$ cat config.mk
export PLATFORM = sky130hd
export DESIGN_NAME = systolic_feeder_flat
export DESIGN_NICKNAME = d
export VERILOG_FILES = /design/src/rtl/systolic_feeder_if.sv /design/src/rtl/systolic_feeder.sv /design/src/flat_wrapper.sv
export SDC_FILE = /design/constraint.sdc
export NUM_CORES = 1
export LEC_CHECK = 0
export CAP_MARGIN = 20
export CORE_AREA = 2 2 381 458
export DETAILED_ROUTE_END_ITERATION = 6
export DIE_AREA = 0 0 383 460
export MAX_ROUTING_LAYER = met4
export SLEW_MARGIN = 10
export SYNTH_ARGS = -nofsm -noshare
export SYNTH_HDL_FRONTEND = slang
export SYNTH_SLANG_ARGS = --single-unit
$ cat constraint.sdc
create_clock -name clk -period 1.7 [get_ports clk]
set_input_delay 0.51 -clock clk [delete_from_list [all_inputs] [get_ports clk]]
set_output_delay 0.51 -clock clk [all_outputs]
set_load 0.03 [all_outputs]
$ cat src/rtl/systolic_feeder_if.sv
// Source-side handshake and skewed PE-network streams of the systolic feeder.
interface systolic_feeder_if #(
  parameter int N = 8,
  parameter int X = 6,
  parameter int Y = 24
);
  logic           start;
  logic [X*N-1:0] a_in;
  logic [Y*N-1:0] b_in;
  logic           in_valid;
  logic           in_ready;
  logic [X*N-1:0] A0;
  logic [Y*N-1:0] B0;
  logic           sn;
  logic           busy;
  logic           done;

  modport master (
    output start, a_in, b_in, in_valid,
    input  in_ready, A0, B0, sn, busy, done
  );

  modport slave (
    input  start, a_in, b_in, in_valid,
    output in_ready, A0, B0, sn, busy, done
  );
endinterface

$ cat src/rtl/systolic_feeder.sv
// Feeds A columns / B rows into a systolic PE array with per-lane skew,
// clearing accumulators first and flushing the skew chains afterwards.
module systolic_feeder #(
  parameter int N = 8,
  parameter int X = 6,
  parameter int Y = 24,
  parameter int K = 8
) (
  input logic         clk,
  input logic         rst,
  systolic_feeder_if.slave bus
);

  localparam int M  = (X > Y) ? X : Y;
  localparam int BW = $clog2(K + 1);
  localparam int FW = $clog2(M + 1);

  typedef enum logic [1:0] {
    IDLE,
    CLR,
    FEED,
    FLUSH
  } state_e;

  state_e        state_q, state_d;
  logic [BW-1:0] beat_q, beat_d;
  logic [FW-1:0] flush_q, flush_d;
  logic          acc;
  logic          last_beat;
  logic          last_flush;

  assign acc        = bus.in_valid && (state_q == FEED);
  assign last_beat  = beat_q == BW'(K - 1);
  assign last_flush = flush_q == FW'(M - 1);

  always_ff @(posedge clk or negedge rst) begin
    if (!rst) begin
      state_q <= IDLE;
      beat_q  <= '0;
      flush_q <= '0;
    end else begin
      state_q <= state_d;
      beat_q  <= beat_d;
      flush_q <= flush_d;
    end
  end

  always_comb begin
    state_d      = state_q;
    beat_d       = beat_q;
    flush_d      = flush_q;
    bus.sn       = 1'b0;
    bus.in_ready = 1'b0;
    bus.busy     = 1'b1;
    bus.done     = 1'b0;
    unique case (state_q)
      IDLE: begin
        bus.busy = 1'b0;
        if (bus.start) state_d = CLR;
      end
      CLR: begin
        bus.sn  = 1'b1;
        state_d = FEED;
      end
      FEED: begin
        bus.in_ready = 1'b1;
        if (bus.in_valid) begin
          if (last_beat) begin
            beat_d  = '0;
            state_d = FLUSH;
          end else begin
            beat_d = beat_q + 1'b1;
          end
        end
      end
      FLUSH: begin
        if (last_flush) begin
          bus.done = 1'b1;
          flush_d  = '0;
          state_d  = IDLE;
        end else begin
          flush_d = flush_q + 1'b1;
        end
      end
    endcase
  end

  // Lane i gets a chain of depth i+1; idle cycles push zero bubbles.
  for (genvar i = 0; i < X; i++) begin : g_a
    logic [N-1:0] ch_q [i+1];
    always_ff @(posedge clk or negedge rst) begin
      if (!rst) begin
        for (int s = 0; s <= i; s++) ch_q[s] <= '0;
      end else begin
        ch_q[0] <= acc ? bus.a_in[(X-i)*N-1 -: N] : '0;
        for (int s = 1; s <= i; s++) ch_q[s] <= ch_q[s-1];
      end
    end
    assign bus.A0[(X-i)*N-1 -: N] = ch_q[i];
  end

  for (genvar j = 0; j < Y; j++) begin : g_b
    logic [N-1:0] ch_q [j+1];
    always_ff @(posedge clk or negedge rst) begin
      if (!rst) begin
        for (int s = 0; s <= j; s++) ch_q[s] <= '0;
      end else begin
        ch_q[0] <= acc ? bus.b_in[(Y-j)*N-1 -: N] : '0;
        for (int s = 1; s <= j; s++) ch_q[s] <= ch_q[s-1];
      end
    end
    assign bus.B0[(Y-j)*N-1 -: N] = ch_q[j];
  end

endmodule

$ cat src/flat_wrapper.sv
// flat-port wrapper written by rule: the top's interface ports become plain ports
module systolic_feeder_flat 
#(
  parameter int N = 8,
  parameter int X = 6,
  parameter int Y = 24,
  parameter int K = 8
)
  (clk, rst, bus_start, bus_a_in, bus_b_in, bus_in_valid, bus_in_ready, bus_A0, bus_B0, bus_sn, bus_busy, bus_done);
  systolic_feeder_if #(.N(N), .X(X), .Y(Y)) bus_i ();
  input logic clk;
  input logic rst;
  input wire logic [$bits(bus_i.start)-1:0] bus_start;
  input wire logic [$bits(bus_i.a_in)-1:0] bus_a_in;
  input wire logic [$bits(bus_i.b_in)-1:0] bus_b_in;
  input wire logic [$bits(bus_i.in_valid)-1:0] bus_in_valid;
  output wire logic [$bits(bus_i.in_ready)-1:0] bus_in_ready;
  output wire logic [$bits(bus_i.A0)-1:0] bus_A0;
  output wire logic [$bits(bus_i.B0)-1:0] bus_B0;
  output wire logic [$bits(bus_i.sn)-1:0] bus_sn;
  output wire logic [$bits(bus_i.busy)-1:0] bus_busy;
  output wire logic [$bits(bus_i.done)-1:0] bus_done;
  assign bus_i.start = bus_start;
  assign bus_i.a_in = bus_a_in;
  assign bus_i.b_in = bus_b_in;
  assign bus_i.in_valid = bus_in_valid;
  assign bus_in_ready = bus_i.in_ready;
  assign bus_A0 = bus_i.A0;
  assign bus_B0 = bus_i.B0;
  assign bus_sn = bus_i.sn;
  assign bus_busy = bus_i.busy;
  assign bus_done = bus_i.done;
  systolic_feeder #(.N(N), .X(X), .Y(Y), .K(K)) u_core (.clk(clk), .rst(rst), .bus(bus_i));
endmodule
==> reports/results.md, run 1 <==
Outcome
- status: finished with violations
- violations in the final reports: setup timing

Timing
- final hold viol count: 0
- post-route worst setup slack: -0.743 ns
- portion of the clock cycle consumed by the worst path in the final layout: 144%
- Setup Skew: 0.0677 ns
- highest attainable clock frequency: 409 MHz
- RSZ-0062 raised after global routing: true
- relative slew slack: 61.6%
- final setup violation count: 257
- worst hold slack across all endpoints: 0.196 ns
- slew of the pin with the lowest slew margin: 0.576 ns
- post-layout min period: 2.44 ns
- Pins Over Slew Limit: 0
- Total Negative Setup Slacks: -43.94 ns

Route
- vias after detailed routing: 25000
- Vias/cell: 4.00
- DRT iter0 DRCs: 1224
- routed wirelength normalized by instance count: 16.0 um
- antenna-violating nets left: 0
- wire length after detailed routing: 99800 um
- remaining routing DRC violations: 0
- total iterations of the first detailed-routing run: 4

Synth
- sequential cell area fraction in the yosys report: 94.5%
- Post-Synthesis Cell Area: 68300 um2
- ys flop type: dfrtp_1
- Async SR Flop Fraction: 100%
- Synth Area per Inst: 21.7 um2
- number of enable flip-flop cells after synthesis: 0
- Seq cells post-synth: 2579
- post-synthesis cell type count: 27
- number of instances in the synthesized netlist: 3140
- yosys synthesis warning count: 0
- Post-Syn Nets: 3391

Setup path
- Max FO, Critical Path: 2
- slack of the worst reg-to-reg path: -0.08 ns
- category of the worst setup path launch point: register
- Setup CP Type: reg -> out
- data arrival time of the worst path: 1.93 ns
- Critical Path End Type: primary output
- Critical Path RT: 1.19 ns

Clock tree
- total number of clock tree sinks: 2579
- number of buffers created by CTS: 227
- clock tree from TritonCTS: built
- clock latency of the later-clocked register in the worst-skew pair: 0.84 ns
- CTS root buf: clkbuf_16
- Clk pin slew, worst setup/hold paths: 0.06 ns
- H-tree levels: 4
- worst-case clock buffer depth: 3

Final layout
- area occupied by multi-input gates: 1910 um2
- filler cell count: 13700
- fraction of final layout cells sized beyond drive strength 1: 20.0%
- footprint of the flip-flops and latches: 64500 um2
- Layout Area Growth over Synthesis: 23.9%
- Finished Cell Area: 84600 um2
- final-stage net count: 3979

Pwr
- leakage power: 44.2 nW
- largest vdd supply drop: 1.09 mV
- part of the power in registers: 54.3%
- power density normalized to cell area: 1590 nW/um2
- Switch Pwr: 29.9 mW
- combinational group share of total power: 7.0%
- Internal: 104 mW
- total power of the final layout: 134 mW
- share of total power in the clock network: 38.7%
- Sw Ratio: 22.3%

Job
- Max Cap Viol: 0

Global route
- residual overflow from global routing: 0
- maximum number of pins on one net before global-route repair: 112
- first-pass GRT wire length: 159000 um
- GRT Overall Usage: 12.1%
- via count of the first global-routing pass: 28300
- initial antenna violation count: 43

Floorplan
- I/O pins: 488
- initial standard-cell utilization of the core: 39.7%
- area of the die: 176000 um2
- Rows: 167
- Placeable Area: 172000 um2
- die outline height: 460 um
- width of the chip: 383 um

Placement
- HPWL Detailed: 56900 um
- placed standard-cell area: 76000 um2
- Setup WS pre-CTS: -0.323 ns
- routability-driven placement congestion ratio: 0.751
- number of buffer cells added on primary ports: 487

Min path
- Worst Hold Class: in -> reg

## repair_timing
action / in CTS / in global routing
setup endpoints to repair: 244 / 338
hold buffers: 1 / 0
resized for setup: 1335 / 16
pin swaps: 2 / 2
cloned: 0 / 2
setup buffers: 6 / 7
endpoints found under the hold margin: 534 / 0
## logic make-up (layout without fill, tap and decap cells)
group	count (synthesis)	in the layout	share of synthesized area, %
other	0	44	0
muxes	3	3	0.0550
DFF	2579	2579	94.5
buffers and inverters	284	1056	2.81
adders and majority gates	7	7	0.128
and+or+nand+nor	255	255	2.33
xor gates and xnor gates	2	2	0.0257
AOI/OAI and AO/OA	10	10	0.104
## state kept, by name (all words and copies together) (netlist names)
| register | flops |
|---|---|
| u_core.g_b.ch_q | 2216 |
| u_core.bus.B0 | 184 |
| u_core.g_a.ch_q | 128 |
| u_core.bus.A0 | 40 |
| u_core.flush_q | 5 |
| u_core.beat_q | 4 |
| u_core.state_q | 2 |
## per-layer routing
| layer | global-route usage, % | wire (um) | vias to the layer above |
|---|---|---|---|
| li1 | - | - | 10900 |
| met1 | 14.8 | 40500 | 13200 |
| met3 | 5.63 | 9840 | 209 |
| met4 | 4.50 | 2830 | 0 |
| met5 | - | 0 | - |
| met2 | 17.7 | 46600 | 646 |
## path summary, 6_finish.rpt
| check | from | endpoint | depth (start not counted) |
|---|---|---|---|
| worst max-delay path | u_core.state_q[0] | bus_done | 5 |
| worst min register to register | u_core.g_b[15].ch_q[16] | u_core.g_b[15].ch_q[8] | 0 |
| min in group asynchronous | rst | u_core.g_b[6].ch_q[17] | 2 |
| max in group asynchronous | rst | u_core.bus.B0[71] | 4 |
| worst max register to register | u_core.state_q[1] | u_core.state_q[1] | 6 |
| worst min-delay path | bus_in_valid | u_core.beat_q[3] | 5 |
## layout make-up
type | instances | area share [%]
well taps | 2281 | 3.37
flip-flops and latches | 2579 | 76.3
multi-input cells | 277 | 2.25
clock inverters | 91 | 1.60
repair buffers | 638 | 8.66
clock buffers | 322 | 7.65
inverters | 5 | 0.0311
diodes | 44 | 0.130
## metrics by stage
stage	util, %	instances
floorplan	-	3140
finish	49.2	6237
global route	49.2	6232
CTS	49.0	6184
detailed placement	44.2	5764
global placement	44.2	5764
## power groups by stage
stage          Sequential [mW]  Clock [mW]  Combinational (mW)
2_1_floorplan             72.9           0                4.40
3_3_place_gp              73.4           0                8.51
3_5_place_dp              73.9           0                8.63
4_1_cts                   73.1        53.9                9.12
5_1_grt                   73.8        56.6                10.2
6_report                  72.9        52.0                9.43
## critical path, stage by stage, from the launching register on
cell	delay, ns
dfrtp_1	0.37
buf_6	0.11
ha_4	0.14
nand3_4	0.08
nor3b_4	0.23
buf_12	0.15
## cells in the final DEF, fill, tap and decap left out, types with 2 or more instances in the layout
master / netlist / final
diode_2: 0 / 44
clkinv_2: 0 / 32
and3_4: 0 / 5
buf_4: 224 / 87
clkbuf_8: 0 / 39
clkbuf_16: 0 / 230
nand3_1: 4 / 3
o21ai_0: 3 / 3
and3_1: 240 / 235
inv_6: 0 / 9
inv_1: 5 / 2
buf_12: 0 / 83
buf_16: 0 / 2
buf_6: 1 / 223
clkinv_4: 0 / 3
mux2_2: 2 / 2
bufinv_16: 0 / 23
dfrtp_2: 0 / 7
clkdlybuf4s50_1: 0 / 241
clkbuf_1: 52 / 54
xnor2_1: 2 / 2
nand2_1: 4 / 4
ha_1: 7 / 2
clkinvlp_4: 0 / 14
ha_4: 0 / 4
dfrtp_1: 2579 / 2572
clkinv_16: 0 / 9
nand4b_1: 2 / 2
## Yosys cell counts (2+ instances only)
| cell | number | share of area [%] |
|---|---|---|
| clkbuf_1 | 52 | 0.29 |
| buf_2 | 2 | 0.015 |
| ha_1 | 7 | 0.13 |
| mux2_2 | 2 | 0.033 |
| dfrtp_1 | 2579 | 95 |
| xnor2_1 | 2 | 0.026 |
| nand4b_1 | 2 | 0.026 |
| inv_1 | 5 | 0.027 |
| and3_1 | 240 | 2.2 |
| nand3_1 | 4 | 0.029 |
| o21ai_0 | 3 | 0.022 |
| nand2_1 | 4 | 0.022 |
| buf_4 | 224 | 2.5 |
(Power assumes the default switching activity.)
==> run 2, diff against run 1 <==
--- a/config.mk
+++ b/config.mk
@@ -6,9 +6,9 @@
 export NUM_CORES = 1
 export LEC_CHECK = 0
 export CAP_MARGIN = 20
-export CORE_AREA = 2 2 381 458
+export CORE_AREA = 2 2 537 325
 export DETAILED_ROUTE_END_ITERATION = 6
-export DIE_AREA = 0 0 383 460
+export DIE_AREA = 0 0 539 327
 export MAX_ROUTING_LAYER = met4
 export SLEW_MARGIN = 10
 export SYNTH_ARGS = -nofsm -noshare
==> constraint.sdc (replaced) <==
create_clock -name clk -period 2.4 [get_ports clk]
set_input_delay 0.72 -clock clk [delete_from_list [all_inputs] [get_ports clk]]
set_output_delay 0.72 -clock clk [all_outputs]
set_load 0.03 [all_outputs]
==> run 2 against run 1 <==
- die area hardly changed
- critical path depth is 1 lower
- the flow still finishes with violations (setup timing)
- combinational power is 41% lower
- final area is 2.3% lower
- sequential cell count stayed put
- clock power is 33% lower
- critical path type unchanged
- total power is 32% lower
- clock skew is 0.021 ns lower
- utilization is 1.0 points lower
- worst hold slack better by 0.10 ns
- routed wire length is 2.4% lower
- first-iteration DRC count is 20% higher
==> reports/results.md, run 2 (same netlist as run 1, synthesis figures left out) <==
Outcome
- status: finished with violations, unchanged
- violations in the final reports: setup timing, unchanged

Pwr
- leakage power: 44.0 nW, was 44.2 nW
- power density normalized to cell area: 1110 nW/um2, was 1590 nW/um2
- largest vdd supply drop: 0.557 mV, was 1.09 mV

Clock tree
- clock latency of the later-clocked register in the worst-skew pair: 0.81 ns, was 0.84 ns
- CTS root buf: clkbuf_16, unchanged
- H-tree levels: 4, unchanged
- Clk pin slew, worst setup/hold paths: 0.06 ns, about the same
- total number of clock tree sinks: 2579, unchanged
- number of buffers created by CTS: 215, was 227
- clock tree from TritonCTS: built, unchanged
- worst-case clock buffer depth: 4, was 3

Setup path
- startpoint of the worst setup timing path: u_core.state_q[1], was u_core.state_q[0]
- Max FO, Critical Path: 4, was 2
- Critical Path End Type: primary output, unchanged
- logic depth of the worst register-to-register path: 7, was 6
- slack of the worst reg-to-reg path: 0.31 ns, was -0.08 ns
- data arrival time of the worst path: 1.81 ns, was 1.93 ns
- timing endpoint of the critical path: bus_done, unchanged
- reg-to-reg critical path startpoint: u_core.state_q[1], unchanged
- Reg-to-Reg End: u_core.g_b[3].ch_q[25], was u_core.state_q[1]
- category of the worst setup path launch point: register, unchanged
- Setup CP Type: reg -> out, unchanged
- Critical Path RT: 1.68 ns, was 1.19 ns

Route
- remaining routing DRC violations: 0, unchanged
- vias after detailed routing: 24700, was 25000
- routed wirelength normalized by instance count: 15.9 um, was 16.0 um
- Vias/cell: 4.02, was 4.00
- antenna-violating nets left: 0, unchanged
- total iterations of the first detailed-routing run: 4, unchanged
- wire length after detailed routing: 97400 um, was 99800 um
- DRT iter0 DRCs: 1466, was 1224

Global route
- maximum number of pins on one net before global-route repair: 126, was 112
- via count of the first global-routing pass: 27600, was 28300
- residual overflow from global routing: 0, unchanged
- first-pass GRT wire length: 158000 um, was 159000 um
- initial antenna violation count: 11, was 43
- GRT Overall Usage: 11.9%, was 12.1%

Floorplan
- width of the chip: 539 um, was 383 um
- die outline height: 327 um, was 460 um
- Placeable Area: 172000 um2, about the same
- Rows: 118, was 167
- area of the die: 176000 um2, about the same
- initial standard-cell utilization of the core: 39.8%, was 39.7%
- I/O pins: 488, unchanged

Timing
- final hold viol count: 0, unchanged
- portion of the clock cycle consumed by the worst path in the final layout: 105%
- Setup Skew: 0.0468 ns, was 0.0677 ns
- Pins Over Slew Limit: 0, unchanged
- final setup violation count: 3, was 257
- highest attainable clock frequency: 395 MHz
- slew of the pin with the lowest slew margin: 0.681 ns, was 0.576 ns
- Total Negative Setup Slacks: -0.285 ns, was -43.94 ns
- post-layout min period: 2.53 ns
- relative slew slack: 54.6%, was 61.6%
- post-route worst setup slack: -0.129 ns, was -0.743 ns
- RSZ-0062 raised after global routing: true, unchanged

Final layout
- most common cell after layout, fill and taps aside: dfrtp_1, unchanged
- filler cell count: 13900, was 13700
- max FFs per register: 2216, unchanged
- number of non-filler instances in the completed layout: 6144, was 6237
- final-stage net count: 3942, was 3979
- register with the most flip-flops: u_core.g_b.ch_q, unchanged
- highest-count cells in the layout ignoring fill and taps: 2578 x dfrtp_1, 241 x clkdlybuf4s50_1, 240 x and3_1, was 2572 x dfrtp_1, 241 x clkdlybuf4s50_1, 235 x and3_1
- fraction of final layout cells sized beyond drive strength 1: 12.7%, was 20.0%
- Layout Area Growth over Synthesis: 21.1%, was 23.9%

Placement
- number of cells after detailed placement: 5741, was 5764
- routability-driven placement congestion ratio: 0.766, was 0.751
- number of buffer cells added on primary ports: 487, unchanged
- HPWL Detailed: 56300 um, was 56900 um

Min path
- Worst Hold Class: reg -> reg, was in -> reg

Job
- Max Cap Viol: 0, unchanged

-- run 2: cell count changes in the layout (fill, tap and decap cells not counted), moves of 8 or more --
cell             before  now
buf_12               83   45
buf_4                87   79
buf_6               223    6
clkbuf_1             54   36
clkbuf_16           230  216
clkbuf_8             39   51
clkdlybuf4s15_1       0   20
clkinv_16             9    0
diode_2              44   13
dlygate4sd2_1         0  215
-- run 2: power by group --
group	total (mW)	internal, mW	switching, mW
clock	34.7	20.1	14.6
sequential	51.5	49.7	1.79
combinational	5.55	1.89	3.66
-- run 2: worst min path at each step --
stage	startpoint	endpoint	slack [ns]	depth (start not counted)
6_report	u_core.g_b[23].ch_q[44]	u_core.g_b[23].ch_q[36]	0.30	0
3_3_place_gp	u_core.g_b[4].ch_q[39]	u_core.g_b[4].ch_q[31]	0.33	0
5_1_grt	bus_in_valid	u_core.g_a[5].ch_q[47]	0.31	2
3_5_place_dp	u_core.g_a[1].ch_q[8]	u_core.bus.A0[32]	0.33	0
2_1_floorplan	u_core.g_a[5].ch_q[8]	u_core.bus.A0[0]	0.33	0
4_1_cts	bus_in_valid	u_core.g_a[5].ch_q[47]	0.28	2
-- run 2: metal layers --
layer | global-route usage [%] | vias up | routed length (um)
li1 | - | 10800 | -
met1 | 16.2 | 13200 | 43900
met2 | 17.1 | 493 | 44900
met3 | 3.79 | 205 | 6280
met4 | 3.44 | 0 | 2280
met5 | - | - | 0
-- run 2: through the flow --
stage | setup slack, ns | area, um2 | power [mW] | util, % | hold WS [ns]
2_1_floorplan | 0.0567 | 68300 | 54.7 | - | 0.331
3_3_place_gp | 0.221 | 75500 | 57.9 | 44.0 | 0.331
3_5_place_dp | 0.239 | 75500 | 58.2 | 44.0 | 0.335
4_1_cts | -0.192 | 82600 | 93.3 | 48.1 | 0.282
5_1_grt | -0.239 | 82600 | 96.0 | 48.2 | 0.310
6_report | -0.129 | 82600 | 91.7 | 48.2 | 0.299
-- run 2: timing repair --
item	4_1_cts	5_1_grt
buffers inserted	9	4
setup endpoints to repair	244	17
resized for setup	287	15
hold buffers	1	0
hold endpoints to repair	14	0
pin swaps	4	0
-- run 2: area by class of cell --
type	instances	area, um2	area share, %
Clock inverter	74	936	1.13
Multi-Input combinational cell	277	1880	2.28
Antenna cell	13	32.5	0.0394
Tap cell	2280	2850	3.45
Timing Repair Buffer	613	6130	7.42
Inverter	5	18.8	0.0227
Sequential cell	2579	64500	78.1
Clock buffer	303	6240	7.55
-- run 2: critical path, stage by stage, from the launching register on --
cell	delay [ns]
dfrtp_2	0.43
ha_4	0.18
nand3_4	0.07
nor3b_2	0.17
buf_4	0.18
